**src/rtl/cacheline_adaptor.sv**
```systemverilog
// cacheline_adaptor: bridges a cache's whole-line read/write requests to a
// burst memory that moves one s_burst-bit beat per resp_i acknowledge.
// Latency: request sampled at edge 0, beats at edges 1..beats at the earliest,
//   resp_o high after edge beats+1; memory stalls by withholding resp_i.
// Ports:
//   clk, rst                   clock, asynchronous active-high reset
//   line_i / line_o            writeback line in / assembled fill line out
//   address_i, read_i, write_i cache request (levels held until resp_o)
//   resp_o                     one-cycle completion pulse to the cache
//   burst_i / burst_o          memory read beat in / write beat out
//   address_o, read_o, write_o line-aligned memory address and requests
//   resp_i                     memory beat acknowledge
// Optional feature: define CACHELINE_ADAPTOR_PERF_EN to add the rd_count and
//   wr_count completion counters (32-bit, wrapping).
module cacheline_adaptor #(
  parameter int s_line  = 256,
  parameter int s_burst = 64
) (
  input  logic               clk,
  input  logic               rst,
  input  logic [s_line-1:0]  line_i,
  output logic [s_line-1:0]  line_o,
  input  logic [31:0]        address_i,
  input  logic               read_i,
  input  logic               write_i,
  output logic               resp_o,
  input  logic [s_burst-1:0] burst_i,
  output logic [s_burst-1:0] burst_o,
  output logic [31:0]        address_o,
  output logic               read_o,
  output logic               write_o,
  input  logic               resp_i
`ifdef CACHELINE_ADAPTOR_PERF_EN
  ,
  output logic [31:0]        rd_count,
  output logic [31:0]        wr_count
`endif
);

  localparam int beats = s_line / s_burst;
  localparam int cw    = (beats > 1) ? $clog2(beats) : 1;
  localparam int offw  = $clog2(s_line / 8);

  typedef enum logic [1:0] {IDLE, READ, WRITE, DONE} state_t;

  state_t            state, state_next;
  logic [cw-1:0]     cnt;
  logic [s_line-1:0] line_q;
  logic [31:0]       addr_q;
  logic              op_wr;
  logic              start_rd, start_wr, beat_ack, last_beat;

  assign last_beat = (cnt == cw'(beats - 1));

  // In the cycle resp_o is high the cache still holds its old request level,
  // so IDLE ignores requests until the pulse has gone; otherwise the finished
  // transfer would be restarted.
  always_comb begin
    state_next = state;
    start_rd   = 1'b0;
    start_wr   = 1'b0;
    beat_ack   = 1'b0;
    case (state)
      IDLE: begin
        if (!resp_o) begin
          if (write_i) begin
            start_wr   = 1'b1;
            state_next = WRITE;
          end else if (read_i) begin
            start_rd   = 1'b1;
            state_next = READ;
          end
        end
      end
      READ, WRITE: begin
        if (resp_i) begin
          beat_ack = 1'b1;
          if (last_beat) state_next = DONE;
        end
      end
      DONE:    state_next = IDLE;
      default: state_next = IDLE;
    endcase
  end

  always_ff @(posedge clk or posedge rst) begin
    if (rst) begin
      state   <= IDLE;
      cnt     <= '0;
      line_q  <= '0;
      line_o  <= '0;
      addr_q  <= '0;
      op_wr   <= 1'b0;
      read_o  <= 1'b0;
      write_o <= 1'b0;
      resp_o  <= 1'b0;
    end else begin
      state   <= state_next;
      // Memory requests are flops that track the next state, so they are
      // glitch-free and high exactly while the FSM sits in READ / WRITE.
      read_o  <= (state_next == READ);
      write_o <= (state_next == WRITE);
      resp_o  <= (state == DONE);
      if (start_wr) begin
        line_q <= line_i;
        addr_q <= address_i;
        cnt    <= '0;
        op_wr  <= 1'b1;
      end
      if (start_rd) begin
        addr_q <= address_i;
        cnt    <= '0;
        op_wr  <= 1'b0;
      end
      if (beat_ack) begin
        if (state == READ) line_o[s_burst*cnt +: s_burst] <= burst_i;
        cnt <= last_beat ? '0 : cnt + cw'(1);
      end
    end
  end

  assign address_o = {addr_q[31:offw], {offw{1'b0}}};
  // Always drives the current beat of the latched line; zero after reset.
  assign burst_o   = line_q[s_burst*cnt +: s_burst];

`ifdef CACHELINE_ADAPTOR_PERF_EN
  // Counted as DONE is left, i.e. on the same edge that raises resp_o.
  always_ff @(posedge clk or posedge rst) begin
    if (rst) begin
      rd_count <= '0;
      wr_count <= '0;
    end else if (state == DONE) begin
      if (op_wr) wr_count <= wr_count + 32'd1;
      else       rd_count <= rd_count + 32'd1;
    end
  end
`endif

endmodule

```
**config.mk**
```make
export PLATFORM = sky130hd
export DESIGN_NAME = cacheline_adaptor
export DESIGN_NICKNAME = d
export VERILOG_FILES = /design/src/rtl/cacheline_adaptor.sv
export SDC_FILE = /design/constraint.sdc
export NUM_CORES = 1
export LEC_CHECK = 0
export ABC_AREA = 1
export BUFFER_PORTS_ARGS = -buffer_cell sky130_fd_sc_hd__buf_2
export CAP_MARGIN = 0
export CORE_AREA = 2 2 281 283
export DETAILED_ROUTE_END_ITERATION = 8
export DIE_AREA = 0 0 283 285
export SYNTH_ARGS = -nofsm -noshare
export SYNTH_HDL_FRONTEND = slang
export SYNTH_SLANG_ARGS = --single-unit
export TNS_END_PERCENT = 30
```
**constraint.sdc**
```tcl
create_clock -name clk -period 30.2 [get_ports clk]
set_input_delay 3.02 -clock clk [delete_from_list [all_inputs] [get_ports clk]]
set_output_delay 3.02 -clock clk [all_outputs]
set_load 0.05 [all_outputs]
```
==> metrics.cfg, run 1 <==
[floorplanning]
io_pins = 712
chipWidth_um = 283
die_h_um = 285
core_um2 = 77970
die_area_um2 = 80660
rows = 103
initial_core_util_pct = 30.63

[cts]
post_cts_resized = 0
clkSlewWorstSetupHoldPaths_ps = 60
clock-root-buffer = clkbuf_16
cts_buffer_depth = 3
hold_buffers = 0
cts_made_buffers = 61
cts_tree = done
h-tree-depth = 2
insertion_delay_ps = 610
cts_setup_buffers = 0
clock-sinks = 546

[hold_path]
hold-path-cell-count = 2
min_path_type = reg2reg

[global_route]
grt_pass1_wl_um = 122900
grt_antenna_before_repair = 41
grt-ovfl-total = 0
grt_pass1_vias = 20990
grt_max_degree = 189
groute.usage.overall_pct = 19.00

[logic_synthesis]
yosysSeqAreaShare_pct = 57.21
synth.distinct_cells = 24
syn_area_um2 = 23880
syn_area_per_cell_um2 = 8.244
ys_seq_elements = 546
yosys_warnings = 0
netlist_instances = 2897

[sta]
finalCritPeriodShare_pct = 22.78
setup_tns_ps = 0
final_hold_viol_count = 0
worst_pin_slew_ps = 1087
grt_setup_unrepaired = false
finalClockSkew_ps = 18.27
slew_violations = 0
finalSetupViolations = 0
post-route-min-period_ps = 6879
slew_headroom_pct = 27.56
fin_ws_ps = 23320
timing.fmax_mhz = 145.4

[setup_path]
cp.arrival_ps = 3860
slowest_stage = buf_4
cp.required_ps = 27180
worstSetupPathType = reg2out
critPathLaunchType = flop
cp_max_fo = 78
critPathMaxStageDelay_ps = 750
critical_path.cell_chain = buf_4 > buf_4 > o21ai_0 > o22ai_1 > buf_2
r2r_cells = 10
crit_top_cell = buf_4
critPathCaptureType = primary output

[final_layout]
fin_util_pct = 38.41
drive_gt1_share_pct = 24.32
final_common_cell = nand2_1
area_delta_synth_final_pct = 25.38
nets = 3837
final_cell_mix = nand2_1, buf_2, dfrtp_1

[detailed_routing]
routedWlPerCell_um = 17.12
vias_per_cell = 4.692
dr.first_iter.drc_count = 1361
dr_total_vias = 21529
firstDrtPassIters = 5
postRouteAntennaNets = 0
route.detailed.drc = 0
drt-total-wl_um = 78530

[place]
globalplace.congestion = 0.8411
dp_hpwl_um = 51730
dp_slack_ps = 22830
port_buffers = 701

[power_and_ir_drop]
p_per_area_nw_per_um2 = 105.1
fin_total_pwr_mw = 3.148
cellLeakagePower_nw = 16.23
ir_worst_vdd_uv = 82.34

[status]
status = finished, final reports clean

[run]
drv_cap = 0

[worst max-delay path, delay by kind of cell, from the launching register on]
family	cells	cell delay [ps]
buf+inv	3	1690
compound gates	2	730
flops	1	650
[state kept, by name, indices dropped and copies added (netlist names)]
name	count
state	2
line_o	256
line_q	256
cnt	2
addr_q	27
write_o	1
read_o	1
resp_o	1
[power breakdown]
group	internal (mW)	switching (mW)
sequential	0.947	0.114
clock	0.448	0.312
combinational	0.305	1.02
[synth_stat cells]
cell / instances / area share, %
nand3_1: 262 / 5.5
o22ai_1: 64 / 1.7
o21ai_0: 230 / 4.8
o21ai_2: 9 / 0.33
nand2_2: 2 / 0.052
or2_2: 1 / 0.026
nor2_4: 1 / 0.047
nor2_1: 186 / 2.9
inv_2: 4 / 0.063
nand2_1: 1202 / 19
nor2_8: 2 / 0.17
buf_2: 112 / 2.3
ha_1: 9 / 0.47
a21oi_1: 1 / 0.021
buf_4: 23 / 0.72
dfrtp_1: 546 / 57
buf_6: 15 / 0.71
o21ai_1: 84 / 1.8
buf_1: 2 / 0.031
nor2_2: 1 / 0.026
clkinv_1: 1 / 0.016
conb_1: 1 / 0.016
clkbuf_1: 66 / 1.0
inv_1: 73 / 1.1
[metrics by stage]
stage / instance area, um2 / instances / hold WS [ps]
floorplan: 23900 / 2901 / 436.6
detailed placement: 27850 / 4458 / 453.1
CTS: 29900 / 4570 / 467.5
global placement: 27850 / 4458 / 447.9
global route: 29930 / 4580 / 479.8
finish: 29950 / 4588 / 461.9
[worst paths after layout]
kind | from | slack [ps] | end
max | cnt[0] | 23320 | burst_o[21]
min | line_q[80] | 460 | line_q[80]
max reg2reg | state[0] | 26260 | line_q[30]
min reg2reg | line_q[80] | 460 | line_q[80]
max in group asynchronous | rst | 23740 | line_q[140]
min in group asynchronous | rst | 2540 | line_o[54]
[kinds of logic after synthesis]
| group | Yosys count | share of synthesized area, % |
|---|---|---|
| buffers and inverters | 296 | 6.072 |
| AND/OR/NAND/NOR | 1657 | 27.62 |
| AO/OA/AOI/OAI | 388 | 8.607 |
| adder cells (fa/ha/maj) | 9 | 0.4715 |
| flip-flops | 546 | 57.21 |
| other | 1 | 0.01570 |
[layout make-up]
class / count / area (um2)
repair buffers: 725 / 3722
clock buffers: 86 / 1760
clock inverters: 26 / 294.0
multi-input cells: 2059 / 8838
diodes: 18 / 45.04
well taps: 1050 / 1314
inverters: 78 / 302.8
flip-flops and latches: 546 / 13670
fillers: 8176 / 48020
[layer usage]
layer	GRT usage (%)	up-vias	routed length [um]
li1	-	10417	-
met1	24.07	10213	32700
met2	30.34	698	36170
met3	6.224	167	6693
met4	6.822	34	2764
met5	0	-	202
No activity file was read; power rests on OpenSTA's default activity.
==> run 2: changes to the inputs <==
clock period = 6.2 ns   (was 30.2 ns; I/O delays follow)
==> metrics.cfg, run 2 (synthesis gave the netlist of run 1 again) <==
[status]
status = finished, final reports clean  ; unchanged

[run]
drv_cap = 0  ; unchanged

[place]
globalplace.congestion = 0.8182  ; was 0.8411
place_area_um2 = 27950  ; was 27850 um2
dp_slack_ps = 2983  ; was 22830 ps
dpl.cell_count = 4463  ; was 4458
dp_hpwl_um = 53140  ; was 51730 um
port_buffers = 701  ; unchanged

[sta]
post-route-min-period_ps = 3731
finalSetupViolations = 0  ; unchanged
timing.fmax_mhz = 268.0
slew_violations = 0  ; unchanged
finalClockSkew_ps = 20.09  ; was 18.27 ps
whs_ps = 187.9  ; was 461.9 ps
final_hold_viol_count = 0  ; unchanged
slew_headroom_pct = 22.18  ; was 27.56%
worst_pin_slew_ps = 1167  ; was 1087 ps
setup_tns_ps = 0  ; unchanged
finalCritPeriodShare_pct = 60.17
fin_ws_ps = 2469  ; was 23320 ps
grt_setup_unrepaired = false  ; unchanged

[final_layout]
drive_gt1_share_pct = 24.47  ; was 24.32%
nets = 3841  ; was 3837
final_common_cell = nand2_1  ; unchanged
reg_top3 = line_o x256, line_q x256, addr_q x27  ; unchanged
fill_cells = 8148  ; was 8176
stdcell_count = 4583  ; was 4588
area_delta_synth_final_pct = 26.01  ; was 25.38%
final_cell_mix = nand2_1, buf_2, dfrtp_1  ; unchanged
stdcell_area_um2 = 30100  ; was 29950 um2

[power_and_ir_drop]
switchingPower_mw = 7.070  ; was 1.448 mW
seqPwrFrac_pct = 33.4  ; was 33.7%
clkPwrFrac_pct = 24.7  ; was 24.1%
p_per_area_nw_per_um2 = 514.1  ; was 105.1 nW/um2
swShare_pct = 45.70  ; was 46.01%
p_int_mw = 8.401  ; was 1.700 mW
combPwrFrac_pct = 41.9  ; was 42.1%
ir_worst_vdd_uv = 610.1  ; was 82.34 uV
cellLeakagePower_nw = 16.30  ; was 16.23 nW

[setup_path]
cp_max_fo = 24  ; was 78
critPathCaptureType = primary output  ; unchanged
critPathTopFamily = buffers and inverters  ; unchanged
cp.arrival_ps = 3110  ; was 3860 ps
worstSetupPathType = reg2out  ; unchanged
critPathLaunchType = flop  ; unchanged
critical_path.cell_chain = inv_2 > buf_4 > o21ai_0 > o22ai_1 > buf_2  ; was buf_4 > buf_4 > o21ai_0 > o22ai_1 > buf_2
slowest_stage = dfrtp_2  ; was buf_4
cp.required_ps = 5580  ; was 27180 ps
critPathMaxStageDelay_ps = 590  ; was 750 ps
path_buf_inv = 3  ; unchanged

[cts]
post_cts_resized = 0  ; unchanged
cts_made_buffers = 60  ; was 61
clock-root-buffer = clkbuf_16  ; unchanged
cts_buffer_depth = 3  ; unchanged
hold_buffers = 0  ; unchanged
clkSlewWorstSetupHoldPaths_ps = 60  ; about the same
cts_setup_buffers = 0  ; unchanged
h-tree-depth = 2  ; unchanged
cts_tree = done  ; unchanged
insertion_delay_ps = 610  ; about the same
clock-sinks = 546  ; unchanged

[detailed_routing]
routedWlPerCell_um = 17.43  ; was 17.12 um
postRouteAntennaNets = 0  ; unchanged
dr_total_vias = 21608  ; was 21529
drt-total-wl_um = 79890  ; was 78530 um
firstDrtPassIters = 5  ; unchanged
dr.first_iter.drc_count = 1373  ; was 1361
route.detailed.drc = 0  ; unchanged
vias_per_cell = 4.715  ; was 4.692

[floorplanning]
rows = 103  ; unchanged
core_um2 = 77970  ; unchanged
chipWidth_um = 283  ; unchanged
initial_core_util_pct = 30.63  ; unchanged
die_area_um2 = 80660  ; unchanged
die_h_um = 285  ; unchanged
io_pins = 712  ; unchanged

[global_route]
grt_pass1_wl_um = 124100  ; was 122900 um
grt_pass1_vias = 20922  ; was 20990
grt_max_degree = 198  ; was 189
grt-ovfl-total = 0  ; unchanged
grt_antenna_before_repair = 27  ; was 41
groute.usage.overall_pct = 19.25  ; was 19.00%

[hold_path]
min_path_type = in2async  ; was reg2reg

run 2: cell types whose count changed in the layout (fill, tap and decap cells not counted), moves of 2 or more:
cell and change:
bufinv_16 +2, diode_2 -8, clkinv_2 -3, buf_12 +6, clkinvlp_4 +2, clkbuf_1 -3
run 2: final cells by class:
class	instances	area, um2	area share (%)
Clock buffer	84	1774	5.895
Multi-Input combinational cell	2059	8838	29.37
Sequential cell	546	13670	45.42
Timing Repair Buffer	730	3835	12.74
Antenna cell	10	25.02	0.08315
Inverter	78	299.0	0.9936
Tap cell	1050	1314	4.365
Clock inverter	26	341.6	1.135
run 2: worst paths after layout:
kind                       slack (ps)     startpoint           to  cells past startpoint
max reg2reg                      3110         cnt[0]   line_o[48]                      7
min in group clk                  200  address_i[10]   addr_q[10]                      3
min                               190            rst  line_q[152]                      2
max                              2470         cnt[1]  burst_o[21]                      5
min reg2reg                       460     line_q[90]   line_q[90]                      2
max in group asynchronous        4530            rst   addr_q[21]                      3
run 2: worst register-to-register path, cell delays in order (launching register included):
cell	delay, ps
dfrtp_4	500
inv_4	610
ha_1	410
inv_1	170
nand2_1	160
nor2_8	730
nand2_1	220
o21ai_0	190
run 2: power by group through the flow:
stage | clock, mW | combinational, mW | sequential (mW)
after global routing | 4.05 | 7.10 | 5.29
after floorplan | 0 | 4.13 | 5.90
after CTS | 3.90 | 6.58 | 5.16
final | 3.81 | 6.49 | 5.17
after global placement | 0 | 6.51 | 5.19
after detailed placement | 0 | 6.57 | 5.21
run 2: routing by layer:
layer	track usage (%)	vias to the layer above	part of all wire, %
li1	-	10415	-
met1	24.56	10343	42
met2	31.69	680	47
met3	6.248	136	8.5
met4	4.574	34	2.1
met5	0	-	0.29
run 2: stage by stage:
step,util [%],power [mW]
finish,38.60,15.47
CTS,38.57,15.65
global route,38.58,16.44
floorplan,-,10.02
detailed placement,35.85,11.79
global placement,35.85,11.69
==> run 3: changes to the inputs <==
clock period = 3.4 ns   (was 6.2 ns; I/O delays follow)
==> metrics.cfg, run 3 (synthesis gave the netlist of run 1 again) <==
[cts]
h-tree-depth = 2  ; unchanged
clock-root-buffer = clkbuf_16  ; unchanged
cts_tree = done  ; unchanged
cts_buffer_depth = 3  ; unchanged
insertion_delay_ps = 620  ; was 610 ps
cts_made_buffers = 60  ; unchanged
clkSlewWorstSetupHoldPaths_ps = 60  ; about the same
clock-sinks = 546  ; unchanged

[sta]
finalSetupViolations = 0  ; unchanged
post-route-min-period_ps = 3003
slew_headroom_pct = 16.07  ; was 22.18%
final_hold_viol_count = 0  ; unchanged
setup_tns_ps = 0  ; unchanged
whs_ps = 41.36  ; was 187.9 ps
timing.fmax_mhz = 333.0
grt_setup_unrepaired = false  ; unchanged
worst_pin_slew_ps = 1259  ; was 1167 ps
slew_violations = 0  ; unchanged
finalClockSkew_ps = 21.31  ; was 20.09 ps
fin_ws_ps = 396.8  ; was 2469 ps
finalCritPeriodShare_pct = 88.33

[setup_path]
critical_path.startpoint = cnt[0]  ; was cnt[1]
r2r_cells = 8  ; was 7
cp_max_fo = 108  ; was 24
cp.arrival_ps = 2660  ; was 3110 ps
cp.required_ps = 3060  ; was 5580 ps
worstSetupPathType = reg2out  ; unchanged
critPathCaptureType = primary output  ; unchanged
r2r_start = state[0]  ; was cnt[0]
critPathLaunchType = flop  ; unchanged

[global_route]
grt_pass1_wl_um = 134000  ; was 124100 um
grt-ovfl-total = 0  ; unchanged
grt_antenna_before_repair = 14  ; was 27
groute.usage.overall_pct = 20.75  ; was 19.25%
grt_max_degree = 132  ; was 198
grt_pass1_vias = 23392  ; was 20922

[floorplanning]
initial_core_util_pct = 30.63  ; unchanged
io_pins = 712  ; unchanged
die_h_um = 285  ; unchanged
core_um2 = 77970  ; unchanged
chipWidth_um = 283  ; unchanged
die_area_um2 = 80660  ; unchanged
rows = 103  ; unchanged

[detailed_routing]
postRouteAntennaNets = 0  ; unchanged
drt-total-wl_um = 85840  ; was 79890 um
routed.top_layer = met5  ; unchanged
dr.first_iter.drc_count = 1728  ; was 1373
wl_met1_um = 35120  ; was 33640 um
wl_met2_um = 41050  ; was 37550 um
routedWlPerCell_um = 17.33  ; was 17.43 um
dr_total_vias = 23336  ; was 21608
vias_per_cell = 4.712  ; was 4.715
firstDrtPassIters = 5  ; unchanged
wl_met3_um = 6283  ; was 6778 um
route.detailed.drc = 0  ; unchanged

[place]
globalplace.congestion = 0.8454  ; was 0.8182
dp_slack_ps = 820.8  ; was 2983 ps
dp_hpwl_um = 55910  ; was 53140 um
dpl.cell_count = 4494  ; was 4463
port_buffers = 701  ; unchanged
place_area_um2 = 28340  ; was 27950 um2

[final_layout]
drive_gt1_share_pct = 22.84  ; was 24.47%
fin_util_pct = 43.24  ; was 38.60%
seqCellArea_um2 = 13670  ; unchanged
reg_top3 = line_o x256, line_q x256, addr_q x27  ; unchanged
stdcell_count = 4952  ; was 4583
final_cell_mix = nand2_1, buf_2, dfrtp_1  ; unchanged
final_common_cell = nand2_1  ; unchanged
nets = 4209  ; was 3841
multi_input_area_um2 = 8838  ; unchanged
stdcell_area_um2 = 33710  ; was 30100 um2
fill_cells = 7731  ; was 8148
area_delta_synth_final_pct = 41.17  ; was 26.01%

[power_and_ir_drop]
p_per_area_nw_per_um2 = 846.2  ; was 514.1 nW/um2
cellLeakagePower_nw = 17.85  ; was 16.30 nW
fin_total_pwr_mw = 28.53  ; was 15.47 mW
ir_worst_vdd_uv = 677.6  ; was 610.1 uV
combPwrFrac_pct = 44.0  ; was 41.9%
swShare_pct = 46.02  ; was 45.70%
seqPwrFrac_pct = 33.0  ; was 33.4%
clkPwrFrac_pct = 23.0  ; was 24.7%
p_int_mw = 15.40  ; was 8.401 mW
switchingPower_mw = 13.13  ; was 7.070 mW

[status]
status = finished, final reports clean  ; unchanged

[hold_path]
hold-path-cell-count = 3
min_path_type = in2reg  ; was in2async
hold_path.startpoint = line_i[191]

[run]
drv_cap = 0  ; unchanged

==> run 3: final cells by class <==
| class | instances | area share, % |
|---|---|---|
| Sequential cell | 546 | 40.54 |
| Multi-Input combinational cell | 2059 | 26.22 |
| Timing Repair Buffer | 1098 | 22.52 |
| Clock buffer | 89 | 5.222 |
| Tap cell | 1050 | 3.897 |
| Inverter | 78 | 0.8870 |
| Clock inverter | 23 | 0.6569 |
| Antenna cell | 9 | 0.06680 |
==> run 3: worst max-delay path, cell delays in order (launching register included) <==
cell and delay, ps:
dfrtp_4 450, buf_12 340, buf_4 390, o21ai_0 160, o22ai_1 210, buf_2 300
==> run 3: power by group through the flow <==
stage               registers [mW]  clock network, mW  logic, mW
CTS                           9.39               6.70       12.6
floorplan                     10.8                  0       7.52
global placement              9.44                  0       12.2
detailed placement            9.48                  0       12.2
global route                  9.64               6.98       13.6
finish                        9.42               6.57       12.5
==> run 3: routing by layer <==
| layer | track usage, % | vias to the layer above |
|---|---|---|
| li1 | - | 11141 |
| met1 | 25.80 | 11083 |
| met2 | 34.60 | 911 |
| met3 | 5.152 | 193 |
| met4 | 8.271 | 8 |
| met5 | 0 | - |
==> run 3: final timing paths <==
| kind | end | slack, ps |
|---|---|---|
| max in group asynchronous | addr_q[24] | 1970 |
| worst max register to register | addr_q[23] | 800 |
| worst min register to register | line_q[105] | 460 |
| worst min-delay path | line_q[191] | 40 |
| min in group asynchronous | line_o[181] | 370 |
| worst max-delay path | burst_o[31] | 400 |
==> run 3: timing repair <==
item                                    CTS  global route
endpoints found under the setup margin    0             0
hold buffers                            337             0
hold endpoints to repair                405             0
gates resized for setup                   0             0
setup buffers                             0             0
